File: src/rtl/module_divider_if.sv
// Request/result bundle between the register-file read/write ports and the divider.
// Latency: n/a (wiring only).
// Backpressure: none; requesters watch busy_o, the divider ignores start_i while busy.
interface module_divider_if;
  logic        start_i;
  logic        kill_i;
  logic [1:0]  op_i;
  logic [31:0] a_i;
  logic [31:0] b_i;
  logic [4:0]  rd_i;
  logic        busy_o;
  logic        done_o;
  logic        we_o;
  logic [4:0]  rd_o;
  logic [31:0] result_o;

  // Requester side: issues operations, consumes the write-port strobe.
  modport master (
    output start_i, kill_i, op_i, a_i, b_i, rd_i,
    input  busy_o, done_o, we_o, rd_o, result_o
  );

  // Divider side.
  modport slave (
    input  start_i, kill_i, op_i, a_i, b_i, rd_i,
    output busy_o, done_o, we_o, rd_o, result_o
  );
endinterface

File: src/rtl/module_divider.sv
// RV32M DIV/DIVU/REM/REMU unit, restoring division at one quotient bit per cycle.
// Latency: fixed 33 cycles from the start edge to the done/we pulse; one op per 34 cycles.
// Backpressure: start_i is only taken in IDLE; while busy_o=1 requests are dropped, not queued.
module module_divider (
  input logic              clk_i,
  input logic              rst_i,
  module_divider_if.slave  bus
);

  typedef enum logic [1:0] {
    IDLE = 2'd0,
    CALC = 2'd1,
    FIX  = 2'd2
  } state_t;

  // op_i encoding: bit 1 selects remainder, bit 0 selects unsigned.
  localparam logic [1:0] OP_DIV  = 2'b00;
  localparam logic [1:0] OP_DIVU = 2'b01;
  localparam logic [1:0] OP_REM  = 2'b10;
  localparam logic [1:0] OP_REMU = 2'b11;

  state_t      state;
  state_t      state_nxt;

  // Operation context captured at start.
  logic [1:0]  op_q;
  logic [4:0]  rd_q;
  logic        a_neg;       // dividend was negative (signed ops only)
  logic        b_neg;       // divisor was negative (signed ops only)
  logic        div_zero;    // divisor was zero

  // Division datapath. dvd shifts left each step; the freed LSB collects the
  // quotient bit, so after 32 steps dvd holds the quotient magnitude.
  logic [31:0] dvd;
  logic [31:0] dvs;
  logic [31:0] rem;
  logic [4:0]  cnt;

  logic        done;
  logic [4:0]  rd_out;
  logic [31:0] result;

  // Start-time operand conditioning.
  logic        is_signed_in;
  logic        a_neg_in;
  logic        b_neg_in;
  logic [31:0] a_mag;
  logic [31:0] b_mag;

  // One restoring step.
  logic [32:0] rem_sh;
  logic [32:0] diff;
  logic        take;
  logic [31:0] rem_step;

  // Final result selection.
  logic        is_rem;
  logic        is_signed_q;
  logic [31:0] quo_fix;
  logic [31:0] rem_fix;
  logic [31:0] res_sel;

  // Magnitudes for signed ops; 0x80000000 negates to itself, which is the
  // correct unsigned magnitude 2^31.
  always_comb begin
    is_signed_in = (bus.op_i == OP_DIV) || (bus.op_i == OP_REM);
    a_neg_in     = is_signed_in && bus.a_i[31];
    b_neg_in     = is_signed_in && bus.b_i[31];
    a_mag        = a_neg_in ? (~bus.a_i + 32'd1) : bus.a_i;
    b_mag        = b_neg_in ? (~bus.b_i + 32'd1) : bus.b_i;
  end

  // Shift in the next dividend bit and trial-subtract with a 33-bit compare.
  always_comb begin
    rem_sh   = {rem, dvd[31]};
    diff     = rem_sh - {1'b0, dvs};
    take     = ~diff[32];
    rem_step = take ? diff[31:0] : rem_sh[31:0];
  end

  // Sign correction and special cases. Overflow (-2^31 / -1) needs no special
  // handling: the magnitude quotient 2^31 negates to 0x80000000 and the
  // remainder is 0. A zero divisor leaves rem = |a|, so sign restore gives a_i
  // back for REM/REMU; only the DIV quotient needs forcing to all ones.
  always_comb begin
    is_rem      = op_q[1];
    is_signed_q = ~op_q[0];
    quo_fix     = (is_signed_q && (a_neg ^ b_neg)) ? (~dvd + 32'd1) : dvd;
    rem_fix     = (is_signed_q && a_neg) ? (~rem + 32'd1) : rem;
    res_sel     = quo_fix;
    if (is_rem) begin
      res_sel = rem_fix;
    end else if (div_zero) begin
      res_sel = 32'hFFFF_FFFF;
    end
  end

  // State register.
  always_ff @(posedge clk_i) begin
    if (rst_i) begin
      state <= IDLE;
    end else begin
      state <= state_nxt;
    end
  end

  // Next-state logic; kill aborts anything in flight and beats start in IDLE.
  always_comb begin
    state_nxt = state;
    case (state)
      IDLE: begin
        if (bus.start_i && !bus.kill_i) begin
          state_nxt = CALC;
        end
      end
      CALC: begin
        if (bus.kill_i) begin
          state_nxt = IDLE;
        end else if (cnt == 5'd31) begin
          state_nxt = FIX;
        end
      end
      FIX: begin
        state_nxt = IDLE;
      end
      default: begin
        state_nxt = IDLE;
      end
    endcase
  end

  // Operand capture, iteration and registered result/strobe.
  always_ff @(posedge clk_i) begin
    if (rst_i) begin
      op_q     <= OP_DIV;
      rd_q     <= 5'd0;
      a_neg    <= 1'b0;
      b_neg    <= 1'b0;
      div_zero <= 1'b0;
      dvd      <= 32'd0;
      dvs      <= 32'd0;
      rem      <= 32'd0;
      cnt      <= 5'd0;
      done     <= 1'b0;
      rd_out   <= 5'd0;
      result   <= 32'd0;
    end else begin
      done <= 1'b0;
      case (state)
        IDLE: begin
          if (bus.start_i && !bus.kill_i) begin
            op_q     <= bus.op_i;
            rd_q     <= bus.rd_i;
            a_neg    <= a_neg_in;
            b_neg    <= b_neg_in;
            div_zero <= (bus.b_i == 32'd0);
            dvd      <= a_mag;
            dvs      <= b_mag;
            rem      <= 32'd0;
            cnt      <= 5'd0;
          end
        end
        CALC: begin
          if (!bus.kill_i) begin
            rem <= rem_step;
            dvd <= {dvd[30:0], take};
            cnt <= cnt + 5'd1;
          end
        end
        FIX: begin
          // A kill here drops the result; previous result/rd stay visible.
          if (!bus.kill_i) begin
            result <= res_sel;
            rd_out <= rd_q;
            done   <= 1'b1;
          end
        end
        default: begin
          done <= 1'b0;
        end
      endcase
    end
  end

  assign bus.busy_o   = (state != IDLE);
  assign bus.done_o   = done;
  assign bus.we_o     = done;
  assign bus.rd_o     = rd_out;
  assign bus.result_o = result;

endmodule
File: src/flat_wrapper.sv
// flat-port wrapper written by rule: the top's interface ports become plain ports
module module_divider_flat 
  (clk_i, rst_i, bus_start_i, bus_kill_i, bus_op_i, bus_a_i, bus_b_i, bus_rd_i, bus_busy_o, bus_done_o, bus_we_o, bus_rd_o, bus_result_o);
  module_divider_if bus_i ();
  input logic clk_i;
  input logic rst_i;
  input wire logic [$bits(bus_i.start_i)-1:0] bus_start_i;
  input wire logic [$bits(bus_i.kill_i)-1:0] bus_kill_i;
  input wire logic [$bits(bus_i.op_i)-1:0] bus_op_i;
  input wire logic [$bits(bus_i.a_i)-1:0] bus_a_i;
  input wire logic [$bits(bus_i.b_i)-1:0] bus_b_i;
  input wire logic [$bits(bus_i.rd_i)-1:0] bus_rd_i;
  output wire logic [$bits(bus_i.busy_o)-1:0] bus_busy_o;
  output wire logic [$bits(bus_i.done_o)-1:0] bus_done_o;
  output wire logic [$bits(bus_i.we_o)-1:0] bus_we_o;
  output wire logic [$bits(bus_i.rd_o)-1:0] bus_rd_o;
  output wire logic [$bits(bus_i.result_o)-1:0] bus_result_o;
  assign bus_i.start_i = bus_start_i;
  assign bus_i.kill_i = bus_kill_i;
  assign bus_i.op_i = bus_op_i;
  assign bus_i.a_i = bus_a_i;
  assign bus_i.b_i = bus_b_i;
  assign bus_i.rd_i = bus_rd_i;
  assign bus_busy_o = bus_i.busy_o;
  assign bus_done_o = bus_i.done_o;
  assign bus_we_o = bus_i.we_o;
  assign bus_rd_o = bus_i.rd_o;
  assign bus_result_o = bus_i.result_o;
  module_divider u_core (.clk_i(clk_i), .rst_i(rst_i), .bus(bus_i));
endmodule
File: config.mk
export PLATFORM = sky130hd
export DESIGN_NAME = module_divider_flat
export DESIGN_NICKNAME = d
export VERILOG_FILES = /design/src/rtl/module_divider_if.sv /design/src/rtl/module_divider.sv /design/src/flat_wrapper.sv
export SDC_FILE = /design/constraint.sdc
export NUM_CORES = 1
export LEC_CHECK = 0
export ABC_AREA = 0
export CAP_MARGIN = 20
export CORE_ASPECT_RATIO = 0.5
export CORE_MARGIN = 8
export CORE_UTILIZATION = 64
export CTS_BUF_LIST = sky130_fd_sc_hd__clkbuf_8
export CTS_CLUSTER_DIAMETER = 40
export DETAILED_ROUTE_END_ITERATION = 7
export PLACE_DENSITY_LB_ADDON = 0.12
export REMOVE_ABC_BUFFERS = 1
export SLEW_MARGIN = 20
export SYNTH_ARGS = -nofsm -noshare
export SYNTH_HDL_FRONTEND = slang
export SYNTH_SLANG_ARGS = --single-unit
File: constraint.sdc
create_clock -name clk_i -period 7.6 [get_ports clk_i]
set_clock_uncertainty 0.1 [all_clocks]
set_input_delay 1.52 -clock clk_i [delete_from_list [all_inputs] [get_ports clk_i]]
set_output_delay 1.52 -clock clk_i [all_outputs]
set_load 0.01 [all_outputs]
## Word-level counts from Yosys, hierarchy flattened

Index checks and enable logic that the tools add are counted.

- Register bits: 151
- Input bits: 75
- Logic and storage cells: 73

- Add/sub/neg operators: 6
- Equality and inequality tests: 7
- Multiplexer cells: 21
- Bitwise logic cells: 9
- Reduce and logical (&&, ||, !) cells: 17

Operator list:

| kind | count |
|---|---|
| $mux 32 | 11 |
| $add 32x1->32 const B | 4 |
| $not 32->32 | 4 |
| $pmux 32 s2 | 2 |
| $sub 33x32->33 | 1 |
| $logic_not 32->1 | 1 |
| $mux 5 | 2 |
| $pmux 5 s2 | 1 |
| $mux 2 | 3 |
| $reduce_and 2->1 | 3 |
| $add 5x1->5 const B | 1 |
| $eq 5x5->1 const B | 1 |
| $logic_and 1x1->1 | 5 |
| $eq 2x2->1 const B | 2 |
| $logic_not 2->1 | 2 |
| $not 1->1 | 4 |
| $pmux 2 s2 | 1 |
| $reduce_bool 2->1 | 2 |
| $ne 3x2->1 const B | 1 |
| $reduce_and 3->1 | 1 |
| $eq 2x1->1 const B | 1 |
| $ne 2x1->1 const B | 1 |
| $ne 2x2->1 const B | 1 |
| $reduce_or 2->1 | 1 |
| other kinds (4) | 4 |

## Longest topological paths before layout

- Depth in word-level cells: 6
- Gate-level depth with buffers: 13
- Gate-level depth less buffers: 12

## Least setup slack after synthesis

Ideal clock, no wire load.

- Path type: input to register
- From: in bus_b_i[10]
- To: reg u_core.dvs[30]
- Library setup time: 0.086 ns
- Arrival time: 3.939 ns
- Path slack: 3.476 ns
- Cell stages on the path: 9
- Path buffers: 0
- Cells stage by stage: or4_1 or2_4 or4_4 nor3_2 nand2_1 or4_4 o31ai_4 xor2_1 a211oi_1

- Longest elaborated chain between the ends: 3

Ends and longest elaborated chain:

| what | line | RTL |
|---|---|---|
| start, declared | flat_wrapper.sv:11 | `input wire logic [$bits(bus_i.b_i)-1:0] bus_b_i;` |
| $not 32->32 | module_divider.sv:70 | `b_mag = b_neg_in ? (~bus.b_i + 32'd1) : bus.b_i;` |
| $add 32x1->32 | module_divider.sv:70 |  |
| $mux 32 | module_divider.sv:70 |  |
| end signal, assigned | module_divider.sv:158 | `dvs <= b_mag;` |
| end, declared | module_divider.sv:35 | `logic [31:0] dvs;` |

Every way passes these cells.
A chain may end at the register's enable or synchronous reset.

## Worst setup path after layout

- From: in bus_b_i[10]
- To: reg u_core.dvs[29]

Same word-level chain as after synthesis.

==> results.py <==
metrics = {
    "worst_setup_path": {
        "critical_path_arrival_ns": 4.72,
        "critPathKind": "input pin to register",
        "startpoint_type": "input pin",
        "endpoint_kind": "register",
        "critPathMaxFanout": 5,
        "reg2reg_slack_ns": 3.60,
        "worstPathRequired_ns": 7.87,
    },
    "layout": {
        "finalNetCount": 1513,
        "drive_gt1_share_pct": 4.958,
        "final_cell_mix": "a21oi_1 (169), dfxtp_1 (151), nor2_1 (144), nand2_1 (132), clkdlybuf4s50_1 (113)",
        "areaGrowthSynthToFinish_pct": 14.80,
        "final_area_mm2": 0.01171,
        "final_common_cell": "a21oi_1",
        "diodes": 0,
        "finalNonFillerCells": 1616,
    },
    "cts": {
        "postCtsSetupRepairBufs": 0,
        "ctsResizeCount": 0,
        "cts_inserted_buffers": 17,
        "ctsHoldBuffers": 0,
        "clock_sinks": 151,
        "clock_latency_ns": 0.46,
        "ctsHtreeMaxLevel": 4,
        "clkTransAtPathRegs_ns": 0.10,
        "clockBufferDepth": 2,
        "tritoncts": "built",
        "root_buffer": "clkbuf_8",
    },
    "synth": {
        "syn-cell-area_mm2": 0.01020,
        "seq_area_frac_synth_pct": 29.64,
        "async_reset_ff_share_pct": 0,
        "yosysWarnings": 0,
        "synthFlopType": "dfxtp_1",
        "synth-edff-count": 0,
        "synth_cell_types": 65,
        "synth_cells": 1342,
        "synth_area_per_cell_um2": 7.599,
        "ys_ff_latch": 151,
    },
    "timing": {
        "hold_violations": 0,
        "worstMarginPinSlew_ns": 0.9927,
        "period_needed_ns": 4.452,
        "finalSetupViolations": 0,
        "post-route-period-util_pct": 58.58,
        "worst_slack_ns": 3.148,
        "worst_hold_slack_ns": 0.3502,
        "relSlewSlack_pct": 33.68,
        "fmax_mhz": 224.6,
        "drv_slew": 0,
        "rsz0062_at_grt": "false",
    },
    "power_and_ir_drop": {
        "p_leak_nw": 4.334,
        "peakVddDrop_v": 0.0001156,
        "power-per-cell-area_mw_per_mm2": 156.8,
    },
    "floorplan": {
        "die_x_um": 194.5,
        "fp.dieH_um": 105.3,
        "ioPinCount": 115,
        "core_area_mm2": 0.01549,
        "fp.dieArea_mm2": 0.02047,
        "rows": 32,
        "start_util_pct": 65.81,
    },
    "global_route": {
        "overflow": 0,
        "grt_pass1_vias": 9389,
        "grtUsageTotal_pct": 27.04,
        "grt_pass1_wl_mm": 46.89,
        "grt_max_degree": 77,
        "antenna_found_initial": 0,
    },
    "placement": {
        "dp_slack_ns": 2.676,
        "dp_hpwl_mm": 21.39,
        "io_buffers": 114,
        "placed_cells": 1583,
        "gp_congestion": 0.9036,
        "dpl_cell_area_mm2": 0.01132,
    },
    "detailed_routing": {
        "vias_per_cell": 6.238,
        "drc": 0,
        "ant_nets": 0,
        "detail_route.first_pass.iterations": 6,
        "routed_wl_mm": 28.77,
        "post_drt_wl_per_cell_um": 17.80,
        "vias": 10081,
        "drt_iter0_markers": 953,
    },
    "status": {
        "outcome": "complete, no violations",
    },
    "flow_run": {
        "maxCapViolations": 0,
    },
    "worst_hold_path": {
        "hp-class": "register to register",
    },
}
==> kinds of logic after synthesis <==
| logic type | Yosys count | synth area share [%] |
|---|---|---|
| AOI/OAI and AO/OA | 441 | 27.60 |
| and+or+nand+nor | 414 | 18.96 |
| adders and majority gates | 39 | 4.859 |
| muxes | 2 | 0.2086 |
| buffers and inverters | 146 | 5.939 |
| DFF | 151 | 29.64 |
| xor gates and xnor gates | 149 | 12.80 |
==> power by group <==
group / total (mW) / internal, mW / switching (mW) / leakage (nW)
registers: 0.843 / 0.815 / 0.0279 / 1.23
clock network: 0.599 / 0.249 / 0.350 / 0.187
logic: 0.394 / 0.163 / 0.230 / 2.92
==> cell type report <==
type / instances / area, um2
multi-input combinational: 1045 / 6595
sequential: 151 / 3023
fill: 1196 / 3789
clock buffer: 18 / 247.7
tap: 204 / 255.2
inverter: 57 / 214.0
timing repair buffer: 127 / 1244
clock inverter: 14 / 127.6
==> final timing paths <==
check        depth (start not counted)      startpoint                  to
max reg2reg                         12  u_core.dvd[31]      u_core.rem[21]
min                                  2  u_core.rd_q[0]  u_core.bus.rd_o[0]
min reg2reg                          2  u_core.rd_q[0]  u_core.bus.rd_o[0]
max                                 10     bus_b_i[10]      u_core.dvs[29]
==> worst max-delay path, cell delays in order <==
cell and delay, ns:
clkdlybuf4s50_1 0.46, or4_1 0.57, or2_4 0.26, nor3_2 0.30, nor3b_1 0.39, nand2_1 0.16
or4_1 0.44, o21ai_0 0.22, xor2_1 0.11, a211oi_1 0.27
==> synth_stat cells (4+ instances only) <==
library cell | count | area (um2)
inv_1 | 57 | 214.0
nor3_1 | 30 | 150.1
ha_1 | 38 | 475.5
nor2b_1 | 5 | 31.28
a22o_1 | 10 | 87.58
or3_1 | 8 | 50.05
nand2b_1 | 14 | 87.58
nor4_1 | 15 | 93.84
a21o_1 | 22 | 165.2
xor2_1 | 71 | 621.9
xnor2_1 | 78 | 683.2
a22oi_1 | 32 | 240.2
and2_1 | 5 | 31.28
or4_1 | 13 | 97.59
a32oi_1 | 7 | 61.31
o21bai_1 | 4 | 30.03
buf_2 | 4 | 20.02
and3_1 | 4 | 25.02
o22ai_1 | 7 | 43.79
nand2_1 | 132 | 495.5
a21oi_1 | 169 | 845.8
dfxtp_1 | 151 | 3023
nand3_1 | 8 | 40.04
nand3b_1 | 5 | 37.54
a211oi_1 | 32 | 240.2
clkbuf_1 | 78 | 292.8
nand4_1 | 8 | 50.05
a221oi_1 | 30 | 262.8
o21ai_0 | 67 | 335.3
o41ai_1 | 10 | 87.58
o211ai_1 | 4 | 30.03
a31oi_1 | 10 | 62.56
o31ai_1 | 18 | 135.1
nor2_1 | 146 | 548.0
==> per-layer routing <==
layer / wire, um / GRT usage (%) / vias to the layer above
li1: - / - / 4936
met1: 13690 / 38.16 / 4680
met2: 12300 / 41.66 / 434
met3: 2406 / 4.951 / 31
met4: 365 / 7.751 / 0
met5: 0 / 0 / -
==> per-stage QoR <==
stage	power (mW)	setup TNS (ns)	util [%]
2_1_floorplan	1.111	-434.17	-
3_3_place_gp	1.232	0	73.01
3_5_place_dp	1.244	0	73.03
4_1_cts	1.828	0	75.45
5_1_grt	1.919	0	75.55
6_report	1.836	0	75.55
==> registers in the layout, indices dropped and copies added (netlist names) <==
name	count
u_core.bus.result_o	32
u_core.dvd	32
u_core.dvs	32
u_core.rem	32
u_core.bus.rd_o	5
u_core.cnt	5
u_core.rd_q	5
u_core.op_q	2
u_core.state	2
u_core.a_neg	1
u_core.b_neg	1
u_core.bus.done_o	1
u_core.div_zero	1
(Power assumes the default switching activity.)
